<file path="src/rtl/pipe_ctrl_pkg.sv">
// Shared definitions for the pipeline controller: fetch FSM states,
// default geometry, reset PC and a small PC helper.
package pipe_ctrl_pkg;

  localparam int          DEF_NREG     = 4;
  localparam logic [63:0] DEF_PC_RESET = 64'h0000_0000_8000_0000;

  typedef enum logic [1:0] {
    ST_REQ     = 2'd0,
    ST_HOLD    = 2'd1,
    ST_DISCARD = 2'd2
  } fetch_state_t;

  typedef logic [DEF_NREG-1:0] stall_vec_t;

  // Sequential fetch address; wraps modulo 2^64.
  function automatic logic [63:0] pc_next(input logic [63:0] pc);
    return pc + 64'd4;
  endfunction

endpackage

</file>
<file path="src/rtl/pipe_stall_vec.sv">
// Priority encoder turning the resolved stall sources into the per-register
// enable/flush vectors. Memory stall beats redirect beats load-use; with no
// stall, reg 0 takes a bubble whenever the fetch side has nothing to give.
module pipe_stall_vec #(
  parameter int NREG      = 4,
  parameter int EX_STAGE  = 2,
  parameter int MEM_STAGE = 3
) (
  input  logic            reset,
  input  logic            mstall,
  input  logic            redir,
  input  logic            lu,
  input  logic            fetch_bubble,
  output logic [NREG-1:0] reg_en,
  output logic [NREG-1:0] reg_flush
);

  // Select the enable/flush pattern of the highest-priority active source.
  always_comb begin
    reg_en    = '1;
    reg_flush = '0;
    if (reset) begin
      reg_en    = '0;
      reg_flush = '1;
    end else if (mstall) begin
      // Everything upstream of the memory stage freezes; the memory-stage
      // output register gets a bubble so later stages keep draining.
      for (int k = 0; k < NREG; k++) begin
        if (k < MEM_STAGE) begin
          reg_en[k] = 1'b0;
        end else if (k == MEM_STAGE) begin
          reg_flush[k] = 1'b1;
        end else begin
          reg_en[k] = 1'b1;
        end
      end
    end else if (redir) begin
      // Squash the wrong-path instructions younger than execute.
      for (int k = 0; k < NREG; k++) begin
        if (k < EX_STAGE) begin
          reg_flush[k] = 1'b1;
        end else begin
          reg_flush[k] = 1'b0;
        end
      end
    end else if (lu) begin
      // Hold the consumer in decode, insert a bubble behind it.
      for (int k = 0; k < NREG; k++) begin
        if (k == 0) begin
          reg_en[k] = 1'b0;
        end else if (k == 1) begin
          reg_flush[k] = 1'b1;
        end else begin
          reg_en[k] = 1'b1;
        end
      end
    end else begin
      reg_flush[0] = fetch_bubble;
    end
  end

endmodule

</file>
<file path="src/rtl/pipe_ctrl.sv">
// Pipeline controller: owns the PC, the ibus fetch handshake (with a
// one-entry hold buffer and a discard state for redirected in-flight
// fetches), and the stall/redirect performance counters.
module pipe_ctrl
  import pipe_ctrl_pkg::*;
#(
  parameter int          NREG      = DEF_NREG,
  parameter int          EX_STAGE  = 2,
  parameter int          MEM_STAGE = 3,
  parameter logic [63:0] PC_RESET  = DEF_PC_RESET,
  parameter int          CNT_W     = 32
) (
  input  logic             clk,
  input  logic             reset,
  output logic             ireq_valid,
  output logic [63:0]      ireq_addr,
  input  logic             i_data_ok,
  input  logic [31:0]      i_data,
  input  logic             d_req_valid,
  input  logic             d_data_ok,
  input  logic             load_use,
  input  logic             redirect_valid,
  input  logic [63:0]      redirect_pc,
  output logic             fetch_valid,
  output logic [31:0]      instr,
  output logic [63:0]      fetch_pc,
  output logic [NREG-1:0]  reg_en,
  output logic [NREG-1:0]  reg_flush,
  output logic [CNT_W-1:0] stall_cnt,
  output logic [CNT_W-1:0] redirect_cnt
);

  fetch_state_t state;
  logic [63:0]  pc;
  logic [63:0]  pend_pc;
  logic [31:0]  hold_instr;

  logic mstall;
  logic redir;
  logic lu;
  logic reg0_ready;

  assign mstall     = d_req_valid & ~d_data_ok;
  assign redir      = redirect_valid & ~mstall;
  assign lu         = load_use & ~mstall & ~redir;
  assign reg0_ready = ~mstall & ~lu;

  // Fetch-side outputs; data reaches reg 0 in the same cycle it arrives.
  always_comb begin
    ireq_valid  = 1'b0;
    ireq_addr   = pc;
    fetch_valid = 1'b0;
    instr       = i_data;
    fetch_pc    = pc;
    case (state)
      ST_REQ: begin
        ireq_valid  = 1'b1;
        fetch_valid = i_data_ok & ~redir & reg0_ready;
      end
      ST_HOLD: begin
        instr       = hold_instr;
        fetch_valid = ~redir & reg0_ready;
      end
      ST_DISCARD: begin
        ireq_valid = 1'b1;
      end
      default: begin
        ireq_valid = 1'b0;
      end
    endcase
    if (reset) begin
      ireq_valid  = 1'b0;
      fetch_valid = 1'b0;
    end else begin
      ireq_valid  = ireq_valid;
      fetch_valid = fetch_valid;
    end
  end

  pipe_stall_vec #(
    .NREG      (NREG),
    .EX_STAGE  (EX_STAGE),
    .MEM_STAGE (MEM_STAGE)
  ) u_stall_vec (
    .reset        (reset),
    .mstall       (mstall),
    .redir        (redir),
    .lu           (lu),
    .fetch_bubble (~fetch_valid),
    .reg_en       (reg_en),
    .reg_flush    (reg_flush)
  );

  // Fetch FSM, PC, hold buffer and saturating performance counters.
  always_ff @(posedge clk) begin
    if (reset) begin
      state        <= ST_REQ;
      pc           <= PC_RESET;
      pend_pc      <= PC_RESET;
      hold_instr   <= 32'd0;
      stall_cnt    <= '0;
      redirect_cnt <= '0;
    end else begin
      if (!reg_en[0] && (stall_cnt != {CNT_W{1'b1}})) begin
        stall_cnt <= stall_cnt + {{(CNT_W-1){1'b0}}, 1'b1};
      end
      if (redir && (redirect_cnt != {CNT_W{1'b1}})) begin
        redirect_cnt <= redirect_cnt + {{(CNT_W-1){1'b0}}, 1'b1};
      end
      case (state)
        ST_REQ: begin
          if (redir) begin
            // The request address must not move while it is outstanding,
            // so an unanswered fetch is drained in DISCARD first.
            if (i_data_ok) begin
              pc <= redirect_pc;
            end else begin
              pend_pc <= redirect_pc;
              state   <= ST_DISCARD;
            end
          end else if (i_data_ok) begin
            if (reg0_ready) begin
              pc <= pc_next(pc);
            end else begin
              hold_instr <= i_data;
              state      <= ST_HOLD;
            end
          end
        end
        ST_HOLD: begin
          if (redir) begin
            pc    <= redirect_pc;
            state <= ST_REQ;
          end else if (reg0_ready) begin
            pc    <= pc_next(pc);
            state <= ST_REQ;
          end
        end
        ST_DISCARD: begin
          if (i_data_ok) begin
            pc    <= redir ? redirect_pc : pend_pc;
            state <= ST_REQ;
          end else if (redir) begin
            pend_pc <= redirect_pc;
          end
        end
        default: begin
          state <= ST_REQ;
        end
      endcase
    end
  end

endmodule
</file>
<file path="config.mk">
export PLATFORM = sky130hd
export DESIGN_NAME = pipe_ctrl
export DESIGN_NICKNAME = d
export VERILOG_FILES = /design/src/rtl/pipe_ctrl_pkg.sv /design/src/rtl/pipe_stall_vec.sv /design/src/rtl/pipe_ctrl.sv
export SDC_FILE = /design/constraint.sdc
export NUM_CORES = 1
export LEC_CHECK = 0
export CAP_MARGIN = 10
export CORE_ASPECT_RATIO = 0.5
export CORE_MARGIN = 1
export CORE_UTILIZATION = 44
export CTS_CLUSTER_SIZE = 14
export DETAILED_ROUTE_END_ITERATION = 10
export DONT_BUFFER_PORTS = 1
export HOLD_SLACK_MARGIN = 0.06
export PLACE_DENSITY = 0.6
export SKIP_LAST_GASP = 1
export SYNTH_ARGS = -nofsm -noshare
export SYNTH_HDL_FRONTEND = slang
export SYNTH_SLANG_ARGS = --single-unit
</file>
<file path="constraint.sdc">
create_clock -name clk -period 6.93 [get_ports clk]
set_input_delay 0.693 -clock clk [delete_from_list [all_inputs] [get_ports clk]]
set_output_delay 0.693 -clock clk [all_outputs]
set_load 0.02 [all_outputs]
</file>
---- After elaboration in Yosys (flattened, before gate mapping) ----
Cells that the tools add are included.
word-level totals
  logic and storage cells ................. 82
  flip-flop bits (word level) ............. 226
  bits of input ports ..................... 103
  output and inout bits ................... 234
operators by class
  reduce and logical (&&, ||, !) cells .... 11
  bitwise logic cells ..................... 14
  mux-type cells .......................... 35
  add/sub/neg operators ................... 3
  eq/ne operators ......................... 13
operator list
  cell                                                 count
  2-to-1 mux 64 bit                                    10
  case mux 64 bit (3 select lines)                     1
  case mux 64 bit (2 select lines)                     1
  adder 32 x 1 -> 32 bit, second input constant        2
  adder 64 x 3 -> 64 bit, second input constant        1
  inequality test 32 bit, second input constant        2
  2-to-1 mux 32 bit                                    1
  2-to-1 mux 2 bit                                     9
  2-to-1 mux 4 bit                                     4
  inequality test 3 bit, second input constant         4
  inequality test 2 bit, second input constant         5
  AND 1 bit                                            8
  AND reduction 4 bit                                  2
  2-to-1 mux 1 bit                                     7
  inverter 1 bit                                       6
  case mux 2 bit (3 select lines)                      1
  AND reduction 5 bit                                  1
  AND reduction 3 bit                                  1
  nonzero test 3 bit                                   1
  equality test 2 x 1 -> 1 bit, second input constant  1
  equality test 2 bit, second input constant           1
  logical AND 1 bit                                    2
  logical NOT 2 bit                                    1
  case mux 1 bit (2 select lines)                      1
  3 further kinds                                      3

---- Logic depth before layout (Yosys ltp) ----
  word-level depth ........................ 16
  gate-level depth with buffers ........... 9
  depth with buffers taken out ............ 7

---- By module ----
From an unflattened synthesis, not the netlist that was laid out.
second synthesis, totals
  cells, all modules ...................... 1611
  area total of the unflattened synthesis .. 12161.7 um^2
modules (own cells, without submodules)
  module          cells each  sequential area each (um^2)  area an instance (um^2)  times used
  pipe_ctrl       1600        4524.3                       12099.1                  1
  pipe_stall_vec  11          0.0                          62.6                     1

---- Worst setup path before layout ----
OpenSTA, ideal clock, no wires.
  path kind ............................... input to output
  start ................................... input port d_req_valid
  end ..................................... output port fetch_valid
  arrival ................................. 2.295 ns
  slack ................................... 3.942 ns
  stages .................................. 8
  buffers on the path ..................... 3
  data required time ...................... 6.237 ns
  cell sequence ........................... nor2b_1 > clkbuf_1 > or3_1 > clkbuf_1 > inv_1 > clkbuf_1 > nand2_1 > inv_1
between the ends
  cells in the longest elaborated chain, start to end .. 10
  elaborated cells on any way between the ends .. 13
  classes of those cells .................. mux: 2; bitwise: 11
RTL lines
  what                                 line                                               text
  start: declaration                   pipe_ctrl.sv:19                                    input logic d_req_valid,
  AND 1 bit (*)                        pipe_ctrl.sv:43                                    assign mstall = d_req_valid & ~d_data_ok;
  inverter 1 bit (*)                   pipe_ctrl.sv:44, pipe_ctrl.sv:45, pipe_ctrl.sv:46
  AND 1 bit                            pipe_ctrl.sv:44                                    assign redir = redirect_valid & ~mstall;
  inverter 1 bit (no source line)      n/a
  AND 1 bit                            pipe_ctrl.sv:45                                    assign lu = load_use & ~mstall & ~redir;
  inverter 1 bit                       pipe_ctrl.sv:46                                    assign reg0_ready = ~mstall & ~lu;
  AND 1 bit                            pipe_ctrl.sv:46
  AND 1 bit, on equally long branches  pipe_ctrl.sv:62, pipe_ctrl.sv:58
  case mux 1 bit (2 select lines) (*)  pipe_ctrl.sv:55                                    case (state)
  2-to-1 mux 1 bit (*)                 pipe_ctrl.sv:71                                    if (reset) begin
  end: declaration                     pipe_ctrl.sv:24                                    output logic fetch_valid,
Every way passes the cells marked *; elsewhere a longest branch is shown, timed or not.

---- Worst setup path after layout ----
  start ................................... register pc[2], in the netlist fetch_pc[2]
  end ..................................... register pc[54], in the netlist fetch_pc[54]
between the ends
  cells in the longest elaborated chain, start to end .. 5
  elaborated cells on any way between the ends .. 6
  classes of those cells .................. add/sub: 1; mux: 5
RTL lines
  what                                  line                                text
  start: declaration                    pipe_ctrl.sv:34                     logic [63:0] pc;
  start signal: assignment              pipe_ctrl.sv:116                    pc <= redirect_pc;
  start signal: assignment              pipe_ctrl.sv:123                    pc <= pc_next(pc);
  start signal: assignment              pipe_ctrl.sv:132                    pc <= redirect_pc;
  adder 64 x 3 -> 64 bit (*)            pipe_ctrl_pkg.sv:18                 return pc + 64'd4;
  2-to-1 mux 64 bit (*)                 pipe_ctrl.sv:122, pipe_ctrl.sv:134
  2-to-1 mux 64 bit                     pipe_ctrl.sv:121                    end else if (i_data_ok) begin
  2-to-1 mux 64 bit                     pipe_ctrl.sv:112                    if (redir) begin
  case mux 64 bit (3 select lines) (*)  pipe_ctrl.sv:110                    case (state)
Every way passes the cells marked *; elsewhere a longest branch is shown, timed or not. The select of a mux whose other input is x is not followed.
A chain may end at the register's enable or synchronous reset.

==> impl_metrics.env <==
export IMPL_root_buffer="clkbuf_16"
export IMPL_syn_nets=1734
export IMPL_route_detailed_drc=0
export IMPL_ctsHoldBuffers=0
export IMPL_end_kind="flip-flop"
export IMPL_worstMarginPinSlew_ps=1049
export IMPL_core_rowCount=42
export IMPL_muxShareOfSynthArea_pct=3.289
export IMPL_synth_top_cell_by_area="dfxtp_1"
export IMPL_critPathSlowestCell="or4_2"
export IMPL_antenna_found_initial=0
export IMPL_outcome="finished clean"
export IMPL_report_final_slew_viol_count=0
export IMPL_ys_async_sr_fraction_pct=0
export IMPL_clock_skew_ps=14.86
export IMPL_fin_setup_tns_ps=0
export IMPL_maxSlewHeadroom_pct=29.93
export IMPL_drive_gt1_share_pct=7.692
export IMPL_synth_distinct_cells=71
export IMPL_critPathMaxFanout=9
export IMPL_cts_buffers=23
export IMPL_syn_to_final_growth_pct=4.037
export IMPL_layout_min_cycle_time_ps=3541
export IMPL_postSynthAreaPerCell_um2=7.500
export IMPL_ioPinCount=337
export IMPL_worstPathArrival_ps=3930
export IMPL_hold_viol=0
export IMPL_clk_latency_ps=520
export IMPL_crit_buf_inv=0
export IMPL_clkTransAtPathRegs_ps=70
export IMPL_ys_warn_count=0
export IMPL_synth_area_top_cells="dfxtp_1, nand2_1, a21oi_1"
export IMPL_synth_edf_count=0
export IMPL_grt_pass1_wl_mm=61.02
export IMPL_dieHeight_um=119.8
export IMPL_nFillCells=2698
export IMPL_total_power_w=0.003105
export IMPL_worstSetupStartpoint="fetch_pc[2]$_SDFFE_PP0P_"
export IMPL_yosysMostFrequentCell="nand2_1"
export IMPL_synthAdderAreaFrac_pct=0.3074
export IMPL_ys_seq_area_share_pct=37.05
export IMPL_cts_resized=0
export IMPL_path_delay_family="simple AND/OR/NAND/NOR gates"
export IMPL_clk_path_buf_depth=3
export IMPL_synth_xor_area_share_pct=4.591
export IMPL_vias=11460
export IMPL_antenna_cells=0
export IMPL_cp_start_kind="flip-flop"
export IMPL_power_density_nw_per_um2=244.5
export IMPL_synth_simple_gate_area_share_pct=28.79
export IMPL_hold_class="in -> reg"
export IMPL_postRouteAntennaNets=0
export IMPL_fin_crit_sh_pct=51.10
export IMPL_wl_per_cell_um=20.93
export IMPL_maxCapViolCount=0
export IMPL_initial_core_util_pct=45.47
export IMPL_synth_main_ff_cell="dfxtp_1"
export IMPL_core_region_area_um2=26850
export IMPL_io_buffers=0
export IMPL_cts_setup_buffers=0
export IMPL_r2r_end="fetch_pc[54]$_SDFFE_PP0P_"
export IMPL_criticalPathCategory="reg -> reg"
export IMPL_ys_ff_latch=226
export IMPL_reg2reg_slack_ps=3390
export IMPL_r2r_start="fetch_pc[2]$_SDFFE_PP0P_"
export IMPL_clock_sinks=226
export IMPL_yosys_area_top_type_share_pct=37.05
export IMPL_dp_hpwl_mm=25.55
export IMPL_final_setup_viol_count=0
export IMPL_grt_max_degree=212
export IMPL_detail_route_vias_per_cell=6.089
export IMPL_required_ps=7320
export IMPL_drtPass1Iterations=5
export IMPL_cts_tree="built"
export IMPL_grt_overflow=0
export IMPL_crit_chain="ha_1, nand4_1, or4_2, nor3_1, nand2_1, mux2i_1, o22ai_1"
export IMPL_synth_compound_area_share_pct=17.97
export IMPL_crit_end="fetch_pc[54]$_SDFFE_PP0P_"
export IMPL_ff2ff_path_depth=7
export IMPL_fin_nets=1600
export IMPL_crit_cells=7
export IMPL_slowest_delay_ps=800
export IMPL_netlist_instances=1628
export IMPL_leakagePower_nw=4.186
export IMPL_syn_cell_area_um2=12210
export IMPL_die_width_um=237.6
export IMPL_fmax_mhz=282.4
export IMPL_synth_top_cells_by_count="nand2_1, dfxtp_1, a21oi_1"
export IMPL_drt_initial_drc_count=1018
export IMPL_dieArea_um2=28460
export IMPL_synth_top_family_by_area="simple AND/OR/NAND/NOR gates"
export IMPL_wl_mm=39.39
export IMPL_peakVddDrop_mv=0.1508
export IMPL_grt_use_total_pct=26.67
export IMPL_ctsHtreeMaxLevel=1
export IMPL_grt_pass1_vias=10570
export IMPL_rsz0062_at_grt="false"
export IMPL_gp_congestion=0.8994
-- area by class of cell --
cell class                      instances  area [um^2]  share of cell area (%)
Clock buffer                           31        665.6                   5.240
Timing Repair Buffer                   17        152.6                   1.202
Multi-Input combinational cell       1211         6765                   53.26
Inverter                               15        56.30                  0.4432
Tap cell                              374        467.9                   3.684
Sequential cell                       226         4524                   35.62
Clock inverter                          8        71.32                  0.5614
-- metal layers --
metal	track usage, %	routed length, um	vias up
met4	6.129	786	0
met1	35.06	16830	5480
li1	-	-	5459
met3	7.016	3345	61
met5	0	0	-
met2	43.75	18430	460
-- registers in the layout, indices dropped and copies added, names as in the netlist --
name and cells:
fetch_pc 64, redirect_cnt 32, hold_instr 32, state 2, pend_pc 64, stall_cnt 32
-- worst min path at each step --
stage	slack, ps	startpoint	depth (start not counted)	to
global placement	430	pend_pc[41]$_SDFFE_PP0P_	2	pend_pc[41]$_SDFFE_PP0P_
global route	240	reset	1	stall_cnt[25]$_SDFFE_PP0P_
floorplan	430	pend_pc[28]$_SDFFE_PP0P_	2	pend_pc[28]$_SDFFE_PP0P_
CTS	220	reset	1	stall_cnt[30]$_SDFFE_PP0P_
finish	250	i_data_ok	1	state[1]$_SDFFE_PP0P_
detailed placement	440	pend_pc[55]$_SDFFE_PP0P_	2	pend_pc[55]$_SDFFE_PP0P_
-- logic make-up (layout without fill, tap and decap cells) --
group / after synthesis / count (layout)
XOR/XNOR: 64 / 64
adder cells (fa/ha/maj): 3 / 3
AO/OA/AOI/OAI: 371 / 371
multiplexers: 36 / 36
AND/OR/NAND/NOR: 737 / 737
flip-flops: 226 / 226
buffers and inverters: 191 / 71
-- where the power goes --
group	switching, W	internal (W)	total, W
clock	0.000546	0.000709	0.00125
sequential	0.000170	0.00136	0.00153
combinational	0.000213	0.000110	0.000323
total	0.000930	0.00218	0.00311
-- metrics by stage --
| stage | setup WS (ps) | cells | area, um^2 | hold slack, ps | util [%] |
|---|---|---|---|---|---|
| 4_1_cts | 3465 | 1880 | 12660 | 222.0 | 47.16 |
| 3_5_place_dp | 3481 | 1841 | 11930 | 437.3 | 44.41 |
| 3_3_place_gp | 3619 | 1841 | 11930 | 432.9 | 44.41 |
| 2_1_floorplan | 3942 | 1628 | 12210 | 431.9 | - |
| 6_report | 3389 | 1882 | 12700 | 253.3 | 47.31 |
| 5_1_grt | 3253 | 1882 | 12700 | 235.9 | 47.31 |
-- layout by cell type (no fill, tap or decap), types with 4 or more instances in the layout --
cell       instances
nand2_1          320
dfxtp_1          226
a21oi_1          177
nor2_1           122
nand3_1           75
o21ai_0           68
nand4_1           52
xor2_1            35
mux2_2            33
xnor2_1           29
nor4_1            26
nor3_1            25
a31oi_1           24
clkbuf_16         24
and3_1            22
or3_1             20
and4_1            20
o211ai_1          20
buf_4             15
inv_1             14
a211oi_1          13
and2_1             9
or4_1              7
o31ai_1            7
or2_2              6
o221ai_1           6
clkbuf_8           6
nand2b_1           5
nor4b_1            5
o22ai_1            5
a311oi_1           5
clkinv_2           5
o21a_1             4
No activity file was read; power rests on OpenSTA's default activity.
